--- config.mk ---
export PLATFORM = sky130hd
export DESIGN_NAME = mem_access_flat
export DESIGN_NICKNAME = d
export VERILOG_FILES = /design/src/rtl/mem_access_if.sv /design/src/rtl/mem_access.sv /design/src/flat_wrapper.sv
export SDC_FILE = /design/constraint.sdc
export NUM_CORES = 1
export LEC_CHECK = 0
export CAP_MARGIN = 20
export CORE_MARGIN = 8
export CORE_UTILIZATION = 41
export CTS_CLUSTER_SIZE = 16
export DETAILED_ROUTE_END_ITERATION = 10
export GPL_TIMING_DRIVEN = 1
export PLACE_DENSITY = 0.79
export SETUP_SLACK_MARGIN = 0.15
export SYNTH_ARGS = -nofsm -noshare
export SYNTH_HDL_FRONTEND = slang
export SYNTH_SLANG_ARGS = --single-unit
--- constraint.sdc ---
create_clock -name clk -period 2.2 [get_ports clk]
set_input_delay 0.22 -clock clk [delete_from_list [all_inputs] [get_ports clk]]
set_output_delay 0.22 -clock clk [all_outputs]
set_load 0.02 [all_outputs]
--- src/rtl/mem_access_if.sv ---
// Data-memory request/response bus between the MEM pipeline stage and data memory.
// The master side issues requests; the slave side answers with ack and read data.
interface mem_access_if;
    logic        mem_req;
    logic        mem_we;
    logic [31:0] mem_addr;
    logic [31:0] mem_wdata;
    logic        mem_ack;
    logic [31:0] mem_rdata;

    modport master (
        output mem_req, mem_we, mem_addr, mem_wdata,
        input  mem_ack, mem_rdata
    );

    modport slave (
        input  mem_req, mem_we, mem_addr, mem_wdata,
        output mem_ack, mem_rdata
    );
endinterface

--- src/rtl/mem_access.sv ---
// MEM pipeline stage: retires ALU ops in one cycle, runs one outstanding data-memory
// request at a time with flush draining and a watchdog that flags lost acknowledgements.
module mem_access (
    input  logic         clk,
    input  logic         rst,
    input  logic         ex_valid,
    input  logic         exe_write_reg,
    input  logic         exe_mem_to_reg,
    input  logic         exe_write_mem,
    input  logic [4:0]   exe_rn,
    input  logic [31:0]  alu_result,
    input  logic [31:0]  store_data,
    input  logic         flush,
    output logic         stall,
    mem_access_if.master bus,
    output logic         wb_valid,
    output logic         wb_write_reg,
    output logic [4:0]   wb_rn,
    output logic [31:0]  wb_data,
    output logic         mem_err
);
    typedef enum logic [1:0] {
        IDLE  = 2'd0,
        BUSY  = 2'd1,
        DRAIN = 2'd2
    } state_t;

    // Expire on the ack-less cycle that would take the count to 255.
    localparam logic [7:0] WDOG_LAST = 8'd254;

    state_t      state_r;
    logic [7:0]  wdog_r;
    logic        mem_req_r;
    logic        mem_we_r;
    logic [31:0] mem_addr_r;
    logic [31:0] mem_wdata_r;
    logic [4:0]  rn_r;
    logic        wb_valid_r;
    logic        wb_write_reg_r;
    logic [4:0]  wb_rn_r;
    logic [31:0] wb_data_r;
    logic        mem_err_r;
    logic        is_mem_op_s;

    // A set store bit wins over the load bit, so either one makes this a memory op.
    assign is_mem_op_s = exe_mem_to_reg | exe_write_mem;

    // Pipeline control: request issue, completion, flush draining and watchdog expiry.
    always_ff @(posedge clk or negedge rst) begin
        if (!rst) begin
            state_r        <= IDLE;
            wdog_r         <= 8'd0;
            mem_req_r      <= 1'b0;
            mem_we_r       <= 1'b0;
            mem_addr_r     <= 32'd0;
            mem_wdata_r    <= 32'd0;
            rn_r           <= 5'd0;
            wb_valid_r     <= 1'b0;
            wb_write_reg_r <= 1'b0;
            wb_rn_r        <= 5'd0;
            wb_data_r      <= 32'd0;
            mem_err_r      <= 1'b0;
        end else begin
            wb_valid_r     <= 1'b0;
            wb_write_reg_r <= 1'b0;
            wb_rn_r        <= 5'd0;
            wb_data_r      <= 32'd0;
            case (state_r)
                IDLE: begin
                    if (ex_valid && !flush) begin
                        if (is_mem_op_s) begin
                            mem_req_r   <= 1'b1;
                            mem_we_r    <= exe_write_mem;
                            mem_addr_r  <= alu_result;
                            mem_wdata_r <= store_data;
                            rn_r        <= exe_rn;
                            wdog_r      <= 8'd0;
                            state_r     <= BUSY;
                        end else begin
                            wb_valid_r     <= 1'b1;
                            wb_write_reg_r <= exe_write_reg;
                            wb_rn_r        <= exe_rn;
                            wb_data_r      <= alu_result;
                        end
                    end
                end
                BUSY: begin
                    if (bus.mem_ack) begin
                        mem_req_r   <= 1'b0;
                        mem_we_r    <= 1'b0;
                        mem_addr_r  <= 32'd0;
                        mem_wdata_r <= 32'd0;
                        state_r     <= IDLE;
                        if (!flush) begin
                            wb_valid_r     <= 1'b1;
                            wb_write_reg_r <= ~mem_we_r;
                            wb_rn_r        <= rn_r;
                            wb_data_r      <= mem_we_r ? 32'd0 : bus.mem_rdata;
                        end
                    end else if (flush) begin
                        wdog_r  <= 8'd0;
                        state_r <= DRAIN;
                    end else if (wdog_r == WDOG_LAST) begin
                        mem_req_r   <= 1'b0;
                        mem_we_r    <= 1'b0;
                        mem_addr_r  <= 32'd0;
                        mem_wdata_r <= 32'd0;
                        mem_err_r   <= 1'b1;
                        wdog_r      <= wdog_r + 8'd1;
                        state_r     <= IDLE;
                    end else begin
                        wdog_r <= wdog_r + 8'd1;
                    end
                end
                DRAIN: begin
                    // The request stays on the bus so a squashed store still lands in memory.
                    if (bus.mem_ack) begin
                        mem_req_r   <= 1'b0;
                        mem_we_r    <= 1'b0;
                        mem_addr_r  <= 32'd0;
                        mem_wdata_r <= 32'd0;
                        state_r     <= IDLE;
                    end else if (wdog_r == WDOG_LAST) begin
                        mem_req_r   <= 1'b0;
                        mem_we_r    <= 1'b0;
                        mem_addr_r  <= 32'd0;
                        mem_wdata_r <= 32'd0;
                        mem_err_r   <= 1'b1;
                        wdog_r      <= wdog_r + 8'd1;
                        state_r     <= IDLE;
                    end else begin
                        wdog_r <= wdog_r + 8'd1;
                    end
                end
                default: begin
                    mem_req_r <= 1'b0;
                    state_r   <= IDLE;
                end
            endcase
        end
    end

    assign stall         = (state_r != IDLE);
    assign bus.mem_req   = mem_req_r;
    assign bus.mem_we    = mem_we_r;
    assign bus.mem_addr  = mem_addr_r;
    assign bus.mem_wdata = mem_wdata_r;
    assign wb_valid      = wb_valid_r;
    assign wb_write_reg  = wb_write_reg_r;
    assign wb_rn         = wb_rn_r;
    assign wb_data       = wb_data_r;
    assign mem_err       = mem_err_r;
endmodule

--- src/flat_wrapper.sv ---
// flat-port wrapper written by rule: the top's interface ports become plain ports
module mem_access_flat 
  (clk, rst, ex_valid, exe_write_reg, exe_mem_to_reg, exe_write_mem, exe_rn, alu_result, store_data, flush, stall, wb_valid, wb_write_reg, wb_rn, wb_data, mem_err, bus_mem_req, bus_mem_we, bus_mem_addr, bus_mem_wdata, bus_mem_ack, bus_mem_rdata);
  mem_access_if bus_i ();
  input  logic clk;
  input  logic rst;
  input  logic ex_valid;
  input  logic exe_write_reg;
  input  logic exe_mem_to_reg;
  input  logic exe_write_mem;
  input  logic [4:0] exe_rn;
  input  logic [31:0] alu_result;
  input  logic [31:0] store_data;
  input  logic flush;
  output logic stall;
  output logic wb_valid;
  output logic wb_write_reg;
  output logic [4:0] wb_rn;
  output logic [31:0] wb_data;
  output logic mem_err;
  output wire logic [$bits(bus_i.mem_req)-1:0] bus_mem_req;
  output wire logic [$bits(bus_i.mem_we)-1:0] bus_mem_we;
  output wire logic [$bits(bus_i.mem_addr)-1:0] bus_mem_addr;
  output wire logic [$bits(bus_i.mem_wdata)-1:0] bus_mem_wdata;
  input wire logic [$bits(bus_i.mem_ack)-1:0] bus_mem_ack;
  input wire logic [$bits(bus_i.mem_rdata)-1:0] bus_mem_rdata;
  assign bus_mem_req = bus_i.mem_req;
  assign bus_mem_we = bus_i.mem_we;
  assign bus_mem_addr = bus_i.mem_addr;
  assign bus_mem_wdata = bus_i.mem_wdata;
  assign bus_i.mem_ack = bus_mem_ack;
  assign bus_i.mem_rdata = bus_mem_rdata;
  mem_access u_core (.clk(clk), .rst(rst), .ex_valid(ex_valid), .exe_write_reg(exe_write_reg), .exe_mem_to_reg(exe_mem_to_reg), .exe_write_mem(exe_write_mem), .exe_rn(exe_rn), .alu_result(alu_result), .store_data(store_data), .flush(flush), .stall(stall), .bus(bus_i), .wb_valid(wb_valid), .wb_write_reg(wb_write_reg), .wb_rn(wb_rn), .wb_data(wb_data), .mem_err(mem_err));
endmodule
==> results of run 1 <==
## routing by layer
| metal | track usage | share of wire |
|---|---|---|
| met5 | 0 | 0 |
| met3 | 0.07084 | 0.083 |
| met2 | 0.3394 | 0.51 |
| met4 | 0.08149 | 0.020 |
| met1 | 0.2351 | 0.39 |
## stage by stage
step                      cells  total power [W]  worst slack, ns  instance area (µm²)
final                       713          0.01079           0.2474                 7649
after global routing        713          0.01130           0.1572                 7649
after CTS                   713          0.01089           0.2315                 7639
after detailed placement    681         0.008039           0.1716                 7032
after global placement      681         0.007897           0.2206                 7032
after floorplan             332         0.005902           0.3970                 4682
## where the power goes
group	leakage, nW	internal, W	total [W]	switching [W]
Sequential	1.58	0.00295	0.00334	0.000385
Clock	0.290	0.00186	0.00280	0.000937
Combinational	1.56	0.00229	0.00465	0.00236
Total	3.43	0.00711	0.0108	0.00368
## area by class of cell
| type | instances | area [µm²] | share of cell area |
|---|---|---|---|
| sequential | 121 | 3028 | 0.3959 |
| timing repair buffer | 228 | 2315 | 0.3026 |
| multi-input combinational | 182 | 1499 | 0.1960 |
| clock buffer | 24 | 481.7 | 0.06298 |
| tap | 143 | 178.9 | 0.02339 |
| clock inverter | 7 | 116.4 | 0.01521 |
| inverter | 8 | 30.03 | 0.003926 |
## path summary, 6_finish.rpt
kind	cells after the start	to	start	slack, ns
worst min register to register	1	u_core.mem_err	u_core.mem_err	0.46
worst max register to register	6	u_core.rn_r[4]	u_core.state_r[0]	0.25
max in group asynchronous	3	u_core.wb_data[3]	rst	1.26
worst max-delay path	6	u_core.rn_r[4]	u_core.state_r[0]	0.25
min in group asynchronous	3	u_core.wb_data[16]	rst	0.46
worst min-delay path	2	u_core.wb_write_reg	exe_write_reg	0.40
## critical path, delay by kind of cell, from the launching register on
family	cells	cell delay, ns
fa+ha+maj	1	0.25
flops	1	0.40
buf+inv	2	0.18
simple gates	2	0.61
mux	1	0.39
## cell families (layout without fill, tap and decap cells)
group / Yosys count / count (layout)
AOI/OAI and AO/OA: 133 / 133
adders and majority gates: 6 / 6
buffers and inverters: 29 / 267
muxes: 6 / 6
DFF: 121 / 121
and+or+nand+nor: 37 / 37
## what timing repair did
action	CTS	global route
pin swaps	0	0
endpoints found under the hold margin	121	0
endpoints found under the setup margin	1	15
hold buffers	1	0
gates resized for setup	1	2
## layout by cell type, fill, tap and decap left out, types with 3 or more instances in the layout
cell / instances
dfrtp_1: 121
ha_1: 6
clkbuf_1: 4
clkbuf_8: 3
bufinv_16: 3
buf_4: 7
nor3_1: 3
nand3_1: 3
nor2_1: 10
mux2_2: 6
a22o_1: 108
clkbuf_16: 17
clkdlybuf4s50_1: 213
nand2_1: 5
a21oi_1: 3
o211ai_1: 6
a21o_1: 4
inv_1: 7
buf_12: 5
==> results.txt, run 1 <==
status - completed
DPL Wire Length - 10900 µm
crit path max fanout - 6
post-CTS setup buffers - 0
Worst VDD drop - 0.8792 mV
routability cong. - 0.7802
leakage power - 3.430 nW
largest net degree at the start of global routing - 122
count leader, synth - dfrtp_1
CTS Buf Count - 17
slew at the pin with the worst max-slew slack - 0.6370 ns
Worst setup SP type - register
Fin Hold WS - 0.3983 ns
slew margin rel. - 0.5753
Primary FF master, synth - dfrtp_1
Final Setup Violations - 0
Synth area leader - dfrtp_1
antenna-violating nets left - 0
sum of negative setup slack - 0 ns
worst path cell trace - inv_1 -> ha_1 -> inv_2 -> or2_1 -> nor2_2 -> mux2_2
Avg WL per Cell - 21.21 µm
Die W - 122.9 µm
post-synth top area share - 0.6467
first-pass GRT wire length - 23120 µm
final hold violation count - 0
Vias/cell - 5.404
cell area power density - 1411 mW/mm²
f_max - 512.1 MHz
post-synthesis compound-gate area fraction - 0.2394
Max stage delay cell, worst path - dfrtp_1
Clock Latency Late Sink - 0.41 ns
TritonCTS clock tree - done
Vias - 3853
Num Clock Sinks - 121
RSZ-0062 raised after global routing - no
Post-Synth Adder-Cell Area - 0.01603
Fillers - 786
post-synthesis instance total - 332
register area share after synthesis - 0.6467
nets - 673
HP Class - primary input to register
Final period util - 0.8876
Crit Path Class - register to register
area grow syn2layout - 63.36%
H-tree depth - 4
flops & latches, synth - 121
EDFF count, synth - 0
Commonest cells post-synth - 121 x dfrtp_1, 108 x a22o_1, 11 x nor2_1
port bufs - 215
multiplexer share of the synthesized area - 0.01443
Mapped Area - 0.004682 mm²
drt first pass iters - 4
top cells by area, synth - dfrtp_1 65%, a22o_1 20%, ha_1 1.6%, mux2_2 1.4%, buf_4 1.3%
core footprint - 0.01127 mm²
max_cap viols - 0
vias in the first global route - 4022
Post-synth ARST share - 1.000
fin crit period - 1.953 ns
Synth cell types - 37
Die Y - 122.9 µm
Remaining DRCs - 0
share of layout cells above drive strength 1 - 0.09825
clock transition at the registers of the reported paths - 0.05 ns
Worst EP required - 2.49 ns
crit end category - register
Avg Synthesized Cell Area - 14.10 µm²
Final Skew - 0.008826 ns
Die Area - 0.01509 mm²
Synth Area in XOR/XNOR - 0
ANT cells - 0
gr usage total - 0.2034
count of pins over their slew limit - 0
final WL - 15120 µm
CP arrival - 2.24 ns
CP max stage delay - 0.40 ns
Net Count, Synth - 447
root buf cell - clkbuf_16
initial antenna violation count - 0
total gr overflow - 0
Initial Utilization - 0.4154
post-route core utilization - 0.6785
Syn. warnings - 0
post-synthesis simple-gate area fraction - 0.04409
I/O pins - 216
clock buffer depth - 2
FP Rows - 39
initial drt markers - 363
largest family of logic cells by synthesized area - compound AO/OA/AOI/OAI gates
Note: power is estimated with default switching activity, not from simulation.
==> inputs of run 2 (changes only) <==
Settings changed: CORE_MARGIN 8 to 2, HOLD_SLACK_MARGIN set to 0.02.
==> run 2 against run 1 <==
- sequential share of layout area up 0.13 points
- design area decreased by 0.33%
- largest power group unchanged
- cell count grew 0.42%
- clock-buffer cell count shrank 3
- global-route usage is 2.5 points higher
- sequential cell count unchanged
- clock power is 6% lower
- largest cell class unchanged
- highest routed layer unchanged
==> results.txt, run 2 (synthesis results as in run 1) <==
status - completed
slew at the pin with the worst max-slew slack - 0.5772 ns
most frequent cells in the layout - 213 x clkdlybuf4s50_1, 121 x dfrtp_1, 108 x a22o_1
slew margin rel. - 0.6152
count of pins over their slew limit - 0
Crit Path Class - register to register
Num Clock Sinks - 121
Worst EP required - 2.49 ns
routability cong. - 0.8583
Fin Hold WS - 0.3579 ns
core footprint - 0.01127 mm²
CP Buf/Inv Count - 2
Vias - 3866
most common cell after layout, fill and taps aside - clkdlybuf4s50_1
initial drt markers - 252
gr usage total - 0.2281
share of layout cells above drive strength 1 - 0.1065
Clock Latency Late Sink - 0.41 ns
Remaining DRCs - 0
cell area power density - 1385 mW/mm²
f_max - 510.4 MHz
CP max stage delay - 0.37 ns
Fillers - 844
largest net degree at the start of global routing - 44
Die Area - 0.01229 mm²
CTS Buf Count - 17
DPL Wire Length - 9586 µm
total gr overflow - 0
CP top delay family - compound AO/OA/AOI/OAI gates
sum of negative setup slack - 0 ns
max_cap viols - 0
worst path cell trace - inv_1 -> ha_1 -> nor2b_1 -> o21ai_1 -> nand3_2 -> buf_4 -> a22o_1
Max stage delay cell, worst path - dfrtp_1
clock transition at the registers of the reported paths - 0.05 ns
H-tree depth - 4
final hold violation count - 0
vias in the first global route - 3997
Die W - 110.9 µm
root buf cell - clkbuf_16
antenna-violating nets left - 0
FP Rows - 39
initial antenna violation count - 0
fin crit period - 1.959 ns
I/O pins - 216
area grow syn2layout - 62.83%
crit path max fanout - 22
clock buffer depth - 2
nets - 677
Final period util - 0.8906
HP Class - primary input to async pin
Vias/cell - 5.399
leakage power - 3.432 nW
Final Skew - 0.007872 ns
Initial Utilization - 0.4154
drt first pass iters - 4
CP arrival - 2.25 ns
Avg WL per Cell - 19.33 µm
first-pass GRT wire length - 21800 µm
crit end category - register
Worst VDD drop - 0.9734 mV
FF+latch area - 0.003028 mm²
R2R Setup Slk - 0.24 ns
Die Y - 110.9 µm
port bufs - 215
ANT cells - 0
Final Setup Violations - 0
Multi-input gate area - 0.001498 mm²
RSZ-0062 raised after global routing - no
final WL - 13840 µm
TritonCTS clock tree - done
Worst setup SP type - register
==> run 2: worst reg2reg max path, stage by stage, from the launching register on <==
cell     delay (ns)
dfrtp_1        0.37
inv_1          0.09
ha_1           0.37
nor2b_1        0.16
o21ai_1        0.16
nand3_2        0.17
buf_4          0.25
a22o_1         0.27
==> run 2: per-stage QoR <==
stage               area, µm²  setup slack [ns]    util  cells  total power, W
floorplan                4682            0.3970       -    332        0.005902
global placement         7054            0.2090  0.6258    685        0.007813
detailed placement       7054            0.1488  0.6258    685        0.007947
CTS                      7624            0.2196  0.6763    716         0.01066
global route             7624            0.1508  0.6763    716         0.01106
finish                   7624            0.2408  0.6763    716         0.01056
==> run 2: power breakdown <==
group          internal [W]  switching (W)
sequential          0.00295       0.000390
combinational       0.00226        0.00231
clock               0.00170       0.000945
total               0.00691        0.00365
==> run 2: layout make-up <==
type,instances,share of cell area
sequential,121,0.3972
tap,143,0.02347
inverter,8,0.003939
clock buffer,21,0.06040
timing repair buffer,232,0.3054
clock inverter,9,0.01313
multi-input combinational,182,0.1965
==> run 2: routing by layer <==
| metal | vias up | GRT usage | part of all wire |
|---|---|---|---|
| met4 | 0 | 0.09583 | 0.020 |
| met3 | 26 | 0.07545 | 0.073 |
| met1 | 1941 | 0.2756 | 0.41 |
| li1 | 1730 | - | - |
| met5 | - | 0 | 0 |
| met2 | 169 | 0.3763 | 0.50 |
==> run 2: what timing repair did <==
item / 4_1_cts / 5_1_grt
hold buffers: 1 / 0
gates resized for setup: 1 / 0
endpoints found under the setup margin: 1 / 0
endpoints found under the hold margin: 40 / 0
buffers inserted: 0 / 0
==> run 2: path summary, 6_finish.rpt <==
kind	to	startpoint	cells past startpoint
max	u_core.bus.mem_wdata[12]	u_core.state_r[0]	7
min	u_core.bus.mem_wdata[17]	rst	2
max reg2reg	u_core.bus.mem_wdata[12]	u_core.state_r[0]	7
min reg2reg	u_core.mem_err	u_core.mem_err	1
max in group asynchronous	u_core.wb_data[29]	rst	3
min in group clk	u_core.wb_write_reg	exe_write_reg	2
